$ cat src/rtl/fetch_pkg.sv
// fetch_pkg: types and constants shared by the instruction fetch unit.
//   fetch_state_t    - fetch FSM state encoding
//   FETCH_ALIGN_MASK - PC bits that must be zero for an aligned fetch
//   FETCH_COUNT_W    - width of the accepted-instruction counter
package fetch_pkg;

  typedef enum logic [2:0] {
    ST_IDLE  = 3'd0,
    ST_REQ   = 3'd1,
    ST_WAIT  = 3'd2,
    ST_DRAIN = 3'd3,
    ST_HOLD  = 3'd4,
    ST_FAULT = 3'd5
  } fetch_state_t;

  localparam logic [1:0] FETCH_ALIGN_MASK = 2'b11;

  localparam int unsigned FETCH_COUNT_W = 32;

endpackage

$ cat src/rtl/instr_fetch_unit.sv
// instr_fetch_unit: fetches one instruction per PC from instruction memory
// and hands it, tagged with its PC, to decode.
//   clk, reset           - clock, asynchronous active-low reset
//   pc_value / pc_en     - PC from the PC controller / advance pulse back to it
//   imem_req_*, imem_addr - read request channel (valid/ready)
//   imem_rsp_*           - read response (no back-pressure)
//   flush                - discard the current fetch
//   instr_*              - instruction + PC to decode (valid/ready)
//   fault                - sticky misaligned-PC flag, cleared only by reset
//   fetch_count          - instructions accepted by decode, wraps
module instr_fetch_unit
  import fetch_pkg::*;
#(
  parameter int unsigned DWIDTH = 32
) (
  input  logic                     clk,
  input  logic                     reset,
  input  logic [DWIDTH-1:0]        pc_value,
  output logic                     pc_en,
  output logic                     imem_req_valid,
  input  logic                     imem_req_ready,
  output logic [DWIDTH-1:0]        imem_addr,
  input  logic                     imem_rsp_valid,
  input  logic [DWIDTH-1:0]        imem_rsp_data,
  input  logic                     flush,
  output logic                     instr_valid,
  input  logic                     instr_ready,
  output logic [DWIDTH-1:0]        instr_out,
  output logic [DWIDTH-1:0]        instr_pc,
  output logic                     fault,
  output logic [FETCH_COUNT_W-1:0] fetch_count
);

  fetch_state_t state, state_nxt;
  logic         misaligned;
  logic         cap_pc;
  logic         cap_instr;
  logic         set_fault;

  assign misaligned = |(pc_value[1:0] & FETCH_ALIGN_MASK);

  // Flush outranks every same-cycle event except the alignment check in REQ.
  always_comb begin
    state_nxt      = state;
    imem_req_valid = 1'b0;
    imem_addr      = '0;
    instr_valid    = 1'b0;
    pc_en          = 1'b0;
    cap_pc         = 1'b0;
    cap_instr      = 1'b0;
    set_fault      = 1'b0;
    case (state)
      ST_IDLE: state_nxt = ST_REQ;
      ST_REQ: begin
        imem_addr = pc_value;
        if (misaligned) begin
          set_fault = 1'b1;
          state_nxt = ST_FAULT;
        end else begin
          imem_req_valid = 1'b1;
          if (imem_req_ready) begin
            cap_pc    = 1'b1;
            // the request is already out, so its response must still be drained
            state_nxt = flush ? ST_DRAIN : ST_WAIT;
          end
        end
      end
      ST_WAIT: begin
        if (imem_rsp_valid) begin
          if (flush) begin
            state_nxt = ST_REQ;
          end else begin
            cap_instr = 1'b1;
            state_nxt = ST_HOLD;
          end
        end else if (flush) begin
          state_nxt = ST_DRAIN;
        end
      end
      ST_DRAIN: begin
        if (imem_rsp_valid) state_nxt = ST_REQ;
      end
      ST_HOLD: begin
        instr_valid = 1'b1;
        if (flush) begin
          state_nxt = ST_REQ;
        end else if (instr_ready) begin
          pc_en     = 1'b1;
          state_nxt = ST_REQ;
        end
      end
      ST_FAULT: state_nxt = ST_FAULT;
      default:  state_nxt = ST_IDLE;
    endcase
  end

  always_ff @(posedge clk or negedge reset) begin
    if (!reset) begin
      state       <= ST_IDLE;
      instr_out   <= '0;
      instr_pc    <= '0;
      fault       <= 1'b0;
      fetch_count <= '0;
    end else begin
      state <= state_nxt;
      if (cap_pc)    instr_pc  <= pc_value;
      if (cap_instr) instr_out <= imem_rsp_data;
      if (set_fault) fault     <= 1'b1;
      if (pc_en)     fetch_count <= fetch_count + FETCH_COUNT_W'(1);
    end
  end

endmodule

$ cat config.mk
export PLATFORM = sky130hd
export DESIGN_NAME = instr_fetch_unit
export DESIGN_NICKNAME = d
export VERILOG_FILES = /design/src/rtl/fetch_pkg.sv /design/src/rtl/instr_fetch_unit.sv
export SDC_FILE = /design/constraint.sdc
export NUM_CORES = 1
export LEC_CHECK = 0
export CORE_ASPECT_RATIO = 1.75
export CORE_MARGIN = 1.5
export CORE_UTILIZATION = 42
export DETAILED_ROUTE_END_ITERATION = 7
export PLACE_DENSITY = 0.84
export SLEW_MARGIN = 20
export SYNTH_ARGS = -nofsm -noshare
export SYNTH_HDL_FRONTEND = slang
export SYNTH_SLANG_ARGS = --single-unit
$ cat constraint.sdc
create_clock -name clk -period 2.4 [get_ports clk]
set_input_delay 0.48 -clock clk [delete_from_list [all_inputs] [get_ports clk]]
set_output_delay 0.48 -clock clk [all_outputs]
set_load 0.02 [all_outputs]
## Word-level counts from Yosys, hierarchy flattened

Cells that the tools add are included.

- $mul: 0
- Divide/modulo/power cells: 0
- Bitwise operators: 0
- Shifts and indexed selects: 0
- Magnitude comparators: 0
- Mux-type cells: 25
- Reductions and logical operators: 3
- Equality and inequality tests: 9
- $add $sub $neg: 1

Operator list:

| operator | number |
|---|---|
| 32-bit by 1-bit adder with 32-bit output (second input constant) | 1 |
| 32-bit two-way mux | 1 |
| 3-bit two-way mux | 8 |
| 3-bit case mux with 6 select lines | 1 |
| 1-bit two-way mux | 15 |
| 3-bit != test (second input constant) | 3 |
| 3-bit by 2-bit equality test with 1-bit output (second input constant) | 2 |
| 3-bit equality test (second input constant) | 2 |
| 4-bit AND reduction | 1 |
| 3-bit by 1-bit equality test with 1-bit output (second input constant) | 1 |
| 3-bit logical NOT | 1 |
| 2-bit != test (second input constant) | 1 |
| 2-bit OR reduction | 1 |

- Register bits after elaboration: 100
- Output and inout bits: 132
- Bits of input ports: 70
- RAM bits: 0
- Word-level logic and storage cells: 43
- Memories kept: 0
- ROM bits: 0
- Bits in latches: 0

## Longest topological paths before layout

- Word-level depth: 4
- Gate-level depth with buffers: 6
- Mapped depth without buffers: 5

## Worst setup path after synthesis

OpenSTA, ideal clock, no wires.

- Path kind: reg-to-reg
- From: register fetch_count[0]
- To: register fetch_count[26]
- Required time: 2.320 ns
- Arrival time: 1.837 ns
- Cell stages (with the launch flop): 7
- Path slack: 0.483 ns
- Buffers on the path: 1
- Period minus slack after synthesis: 1.917 ns
- Library setup time: 0.080 ns
- Cells stage by stage: dfrtp_1 > ha_1 > nand2_1 > or4_1 > buf_2 > nor4_2 > xor2_1

- Word-level cells in the longest chain between the ends: 1

RTL lines:

| what | line | text |
|---|---|---|
| start, declared | instr_fetch_unit.sv:31 | `output logic [FETCH_COUNT_W-1:0] fetch_count` |
| start signal, assigned | instr_fetch_unit.sv:109 | `if (pc_en) fetch_count <= fetch_count + FETCH_COUNT_W'(1);` |
| 32-bit by 1-bit adder with 32-bit output | instr_fetch_unit.sv:109 |  |

No other way between the ends.
A chain may end at the register's enable or synchronous reset.

## Worst setup path in the final report

- From: register state[0]
- To: output port instr_valid

- Word-level cells in the longest chain between the ends: 2

RTL lines:

| what | line | text |
|---|---|---|
| start, declared | instr_fetch_unit.sv:34 | `fetch_state_t state, state_nxt;` |
| start signal, assigned | instr_fetch_unit.sv:105 | `state <= state_nxt;` |
| 3-bit equality test | instr_fetch_unit.sv:52 | `case (state)` |
| 1-bit two-way mux | instr_fetch_unit.sv:52 |  |
| end, declared | instr_fetch_unit.sv:26 | `output logic instr_valid,` |

No other way between the ends.

==> key figures <==
Run status
  – Status: complete, no violations

Layout
  – Area grow syn2layout: 54.6%
  – Antenna diode count: 0
  – Share of layout cells above drive strength 1: a little under a fifth
  – Nets: just over 600
  – Filler cells: roughly 790
  – Design area: between 0.006 and 0.007 sq mm

Yosys
  – Xor/xnor share of the synthesized area: 6.02%
  – Most common cell in the netlist: dfrtp_1
  – Synth Register Bits: 100
  – Ys Warns: 0
  – Leading area contributor after synthesis: dfrtp_1
  – Mux cell area share after synthesis: a little under a fifth
  – Sequential fraction of the synthesis area: 55.5%
  – Compound-Gate Fraction of Synth Area: 1.08%
  – Largest family of logic cells by synthesized area: multiplexers
  – Post-Synth Simple-Gate Area: between 10% and 20%
  – Ys async rst share: 100%
  – Synth top area cells: dfrtp_1 55%, mux2_4 9.7%, mux2_2 8.5%
  – Mean Syn Cell Area: 13.5 sq um
  – Main synth FF type: dfrtp_1
  – Post-synth top cells: 100 x dfrtp_1, 35 x and2_1, 34 x mux2_2
  – Synthesized net count: 406
  – Library cells used by synthesis: 37
  – Mapped Cells: around 340
  – Number of flops mapped to enable cells by yosys: 0
  – Adder-cell area share of the yosys netlist: 0.277%
  – Mapped Area: ~0.0045 sq mm
  – Synth top area share: 55.5%

Critical path
  – CP max-delay cell: clkdlybuf4s50_1
  – Worst setup path category: flop to primary output
  – Crit path DAT: 1.81 ns
  – Max incr delay on CP: 0.67 ns
  – Worst Path Max Fanout: 6
  – CP endpoint kind: primary output
  – Startpoint Class: flop
  – CP cell instances: buf_4 > nor3b_1 > clkdlybuf4s50_1
  – CP Data Required Time: ~1.9 ns

GRT
  – Pin count of the biggest net entering global routing: 52
  – Antenna violations before repair: 0
  – Vias in the first global route: approximately 3700
  – Tot GR Track Use: around 22%
  – First-pass GRT wire length: around 19 mm
  – Total grt overflow: 0

Routing
  – Wire length on met3: roughly 840 microns
  – Initial DRC count: 73
  – Drt first pass iters: 4
  – Drc violations: 0
  – Vias per cell: just over 5
  – Uppermost routed layer: met4
  – DRT Wirelength: 11.9 mm
  – Met1 wire length: around 4.3 mm
  – Via count: 3415
  – Wire length per cell: 17.6 microns
  – Antenna-violating nets left: 0
  – DR WL met2: between 6 and 7 mm

Clocking
  – Worst skew pair latency: approximately 0.33 ns
  – CTS Root Cell: clkbuf_16
  – CTS Hold Buffers Added: 0
  – Clock Path Buffers: 2
  – H-tree Lvls: 3
  – TritonCTS clock tree: built
  – Clock sinks: 100
  – Total CTS buffers: 9
  – Clock transition at path regs: ~0.070 ns

Timing
  – Clock skew: roughly 0.0074 ns
  – Fin crit share: approximately 95%
  – Worst Max-Slew Pin Slew: ~0.40 ns
  – Unrepaired setup endpoints after global routing: false
  – Max-slew violation count: 0
  – Final min period: roughly 2.3 ns
  – Worst Slack Setup Final: 0.109 ns
  – Hold WS: about 0.022 ns
  – FMAX: 437 MHz
  – Slew HR: roughly three quarters
  – Final hold vios: 0
  – Final Setup Violations: 0

Placed design
  – Placed cell area: about 0.0067 sq mm
  – Worst slack, placed: -0.146 ns
  – Port-buffer cells: roughly 200
  – GP Congestion: 0.856
  – Hpwl dp: roughly 9 mm

Die
  – Die Ht: roughly 140 microns
  – Die X: between 80 and 90 microns
  – Core area: 0.0104 sq mm
  – # IOs: 202
  – Initial Utilization: a little over two fifths
  – Die footprint: 0.0114 sq mm
  – Row cnt: between 40 and 50

Power and ir drop
  – Clk pwr share: between 30 and 40%
  – Leakage Power: between 3 and 4 nW
  – Switching Share: 24.0%
  – Total power: a little under 4 mW
  – Combinational share of power: ~15%
  – P_int: slightly below 3 mW
  – Worst VDD drop: approximately 0.37 mV
  – Pwr/cell area: between 500 and 600 mW/mm^2
  – Psw: 922 uW
  – Sequential share of power: about 48%

Job
  – Max_cap viols: 0

Worst hold path
  – Worst Hold Class: input port to async pin
-- layer usage --
| layer | vias up | GRT usage, % |
|---|---|---|
| li1 | 1577 | - |
| met1 | 1667 | 24.0 |
| met2 | 142 | 38.7 |
| met3 | 29 | 5.02 |
| met4 | 0 | 9.17 |
| met5 | - | 0 |
-- power by group through the flow --
stage / Combinational [mW] / Sequential [mW] / Clock [mW]
6_report: 0.592 / 1.83 / 1.42
2_1_floorplan: 0.0957 / 1.97 / 0
4_1_cts: 0.602 / 1.83 / 1.47
3_5_place_dp: 0.600 / 1.86 / 0
3_3_place_gp: 0.585 / 1.86 / 0
5_1_grt: 0.626 / 1.84 / 1.53
-- cells by family after synthesis --
family | count (synthesis)
multiplexers | 63
buffers and inverters | 21
adder cells (fa/ha/maj) | 1
AND/OR/NAND/NOR | 111
AO/OA/AOI/OAI | 8
XOR/XNOR | 31
flip-flops | 100
-- worst paths after layout --
check	start	endpoint	slack (ns)	cells past startpoint
max	state[0]	instr_valid	0.11	3
min	reset	fetch_count[4]	0.02	1
max reg2reg	fetch_count[0]	fetch_count[26]	0.35	5
min reg2reg	fault	fault	0.48	1
max in group asynchronous	reset	fetch_count[26]	1.69	2
min in group clk	fault	fault	0.48	1
-- layout make-up --
| type | instances | area [sq um] | share of cell area (%) |
|---|---|---|---|
| Clock buffer | 9 | 225 | 3.23 |
| Clock inverter | 7 | 67.6 | 0.969 |
| Inverter | 6 | 22.5 | 0.323 |
| Multi-Input combinational cell | 214 | 1870 | 26.8 |
| Sequential cell | 100 | 2500 | 35.9 |
| Tap cell | 127 | 159 | 2.28 |
| Timing Repair Buffer | 213 | 2120 | 30.4 |
-- cells in the final DEF (no fill, tap or decap), types with 4 or more instances in the layout --
cell type,instances
nand3_1,9
mux2_4,29
buf_12,5
and2_1,35
dfrtp_1,98
buf_4,8
nor4_2,5
clkinv_2,4
inv_1,6
nor3_1,13
clkdlybuf4s50_1,166
and4_1,4
nand2_1,14
xor2_1,21
nor2_1,7
nand4_1,8
dlygate4sd2_1,34
xnor2_1,10
mux2_2,34
clkbuf_16,9
-- stage by stage --
stage | utilization [%] | instances | setup TNS, ns
6_report | 67.3 | 676 | 0
5_1_grt | 67.3 | 676 | 0
4_1_cts | 67.3 | 676 | 0
3_5_place_dp | 64.8 | 660 | -0.146
3_3_place_gp | 64.8 | 660 | -0.125
2_1_floorplan | - | 335 | 0
-- worst max-delay path, delay by kind of cell (launching register included) --
kind / cells / cell delay [ns]
buffers and inverters: 2 / 0.83
DFF: 1 / 0.45
and+or+nand+nor: 1 / 0.20
-- sequential cells by signal (all words and copies together) (netlist names) --
register	flops
state	3
fetch_count	32
instr_pc	32
fault	1
instr_out	32
-- what timing repair did --
action | in CTS | in global routing
gates resized for setup | 36 | 0
setup buffers | 0 | 0
setup endpoints to repair | 34 | 0
Power figures use the tool's default switching activity.
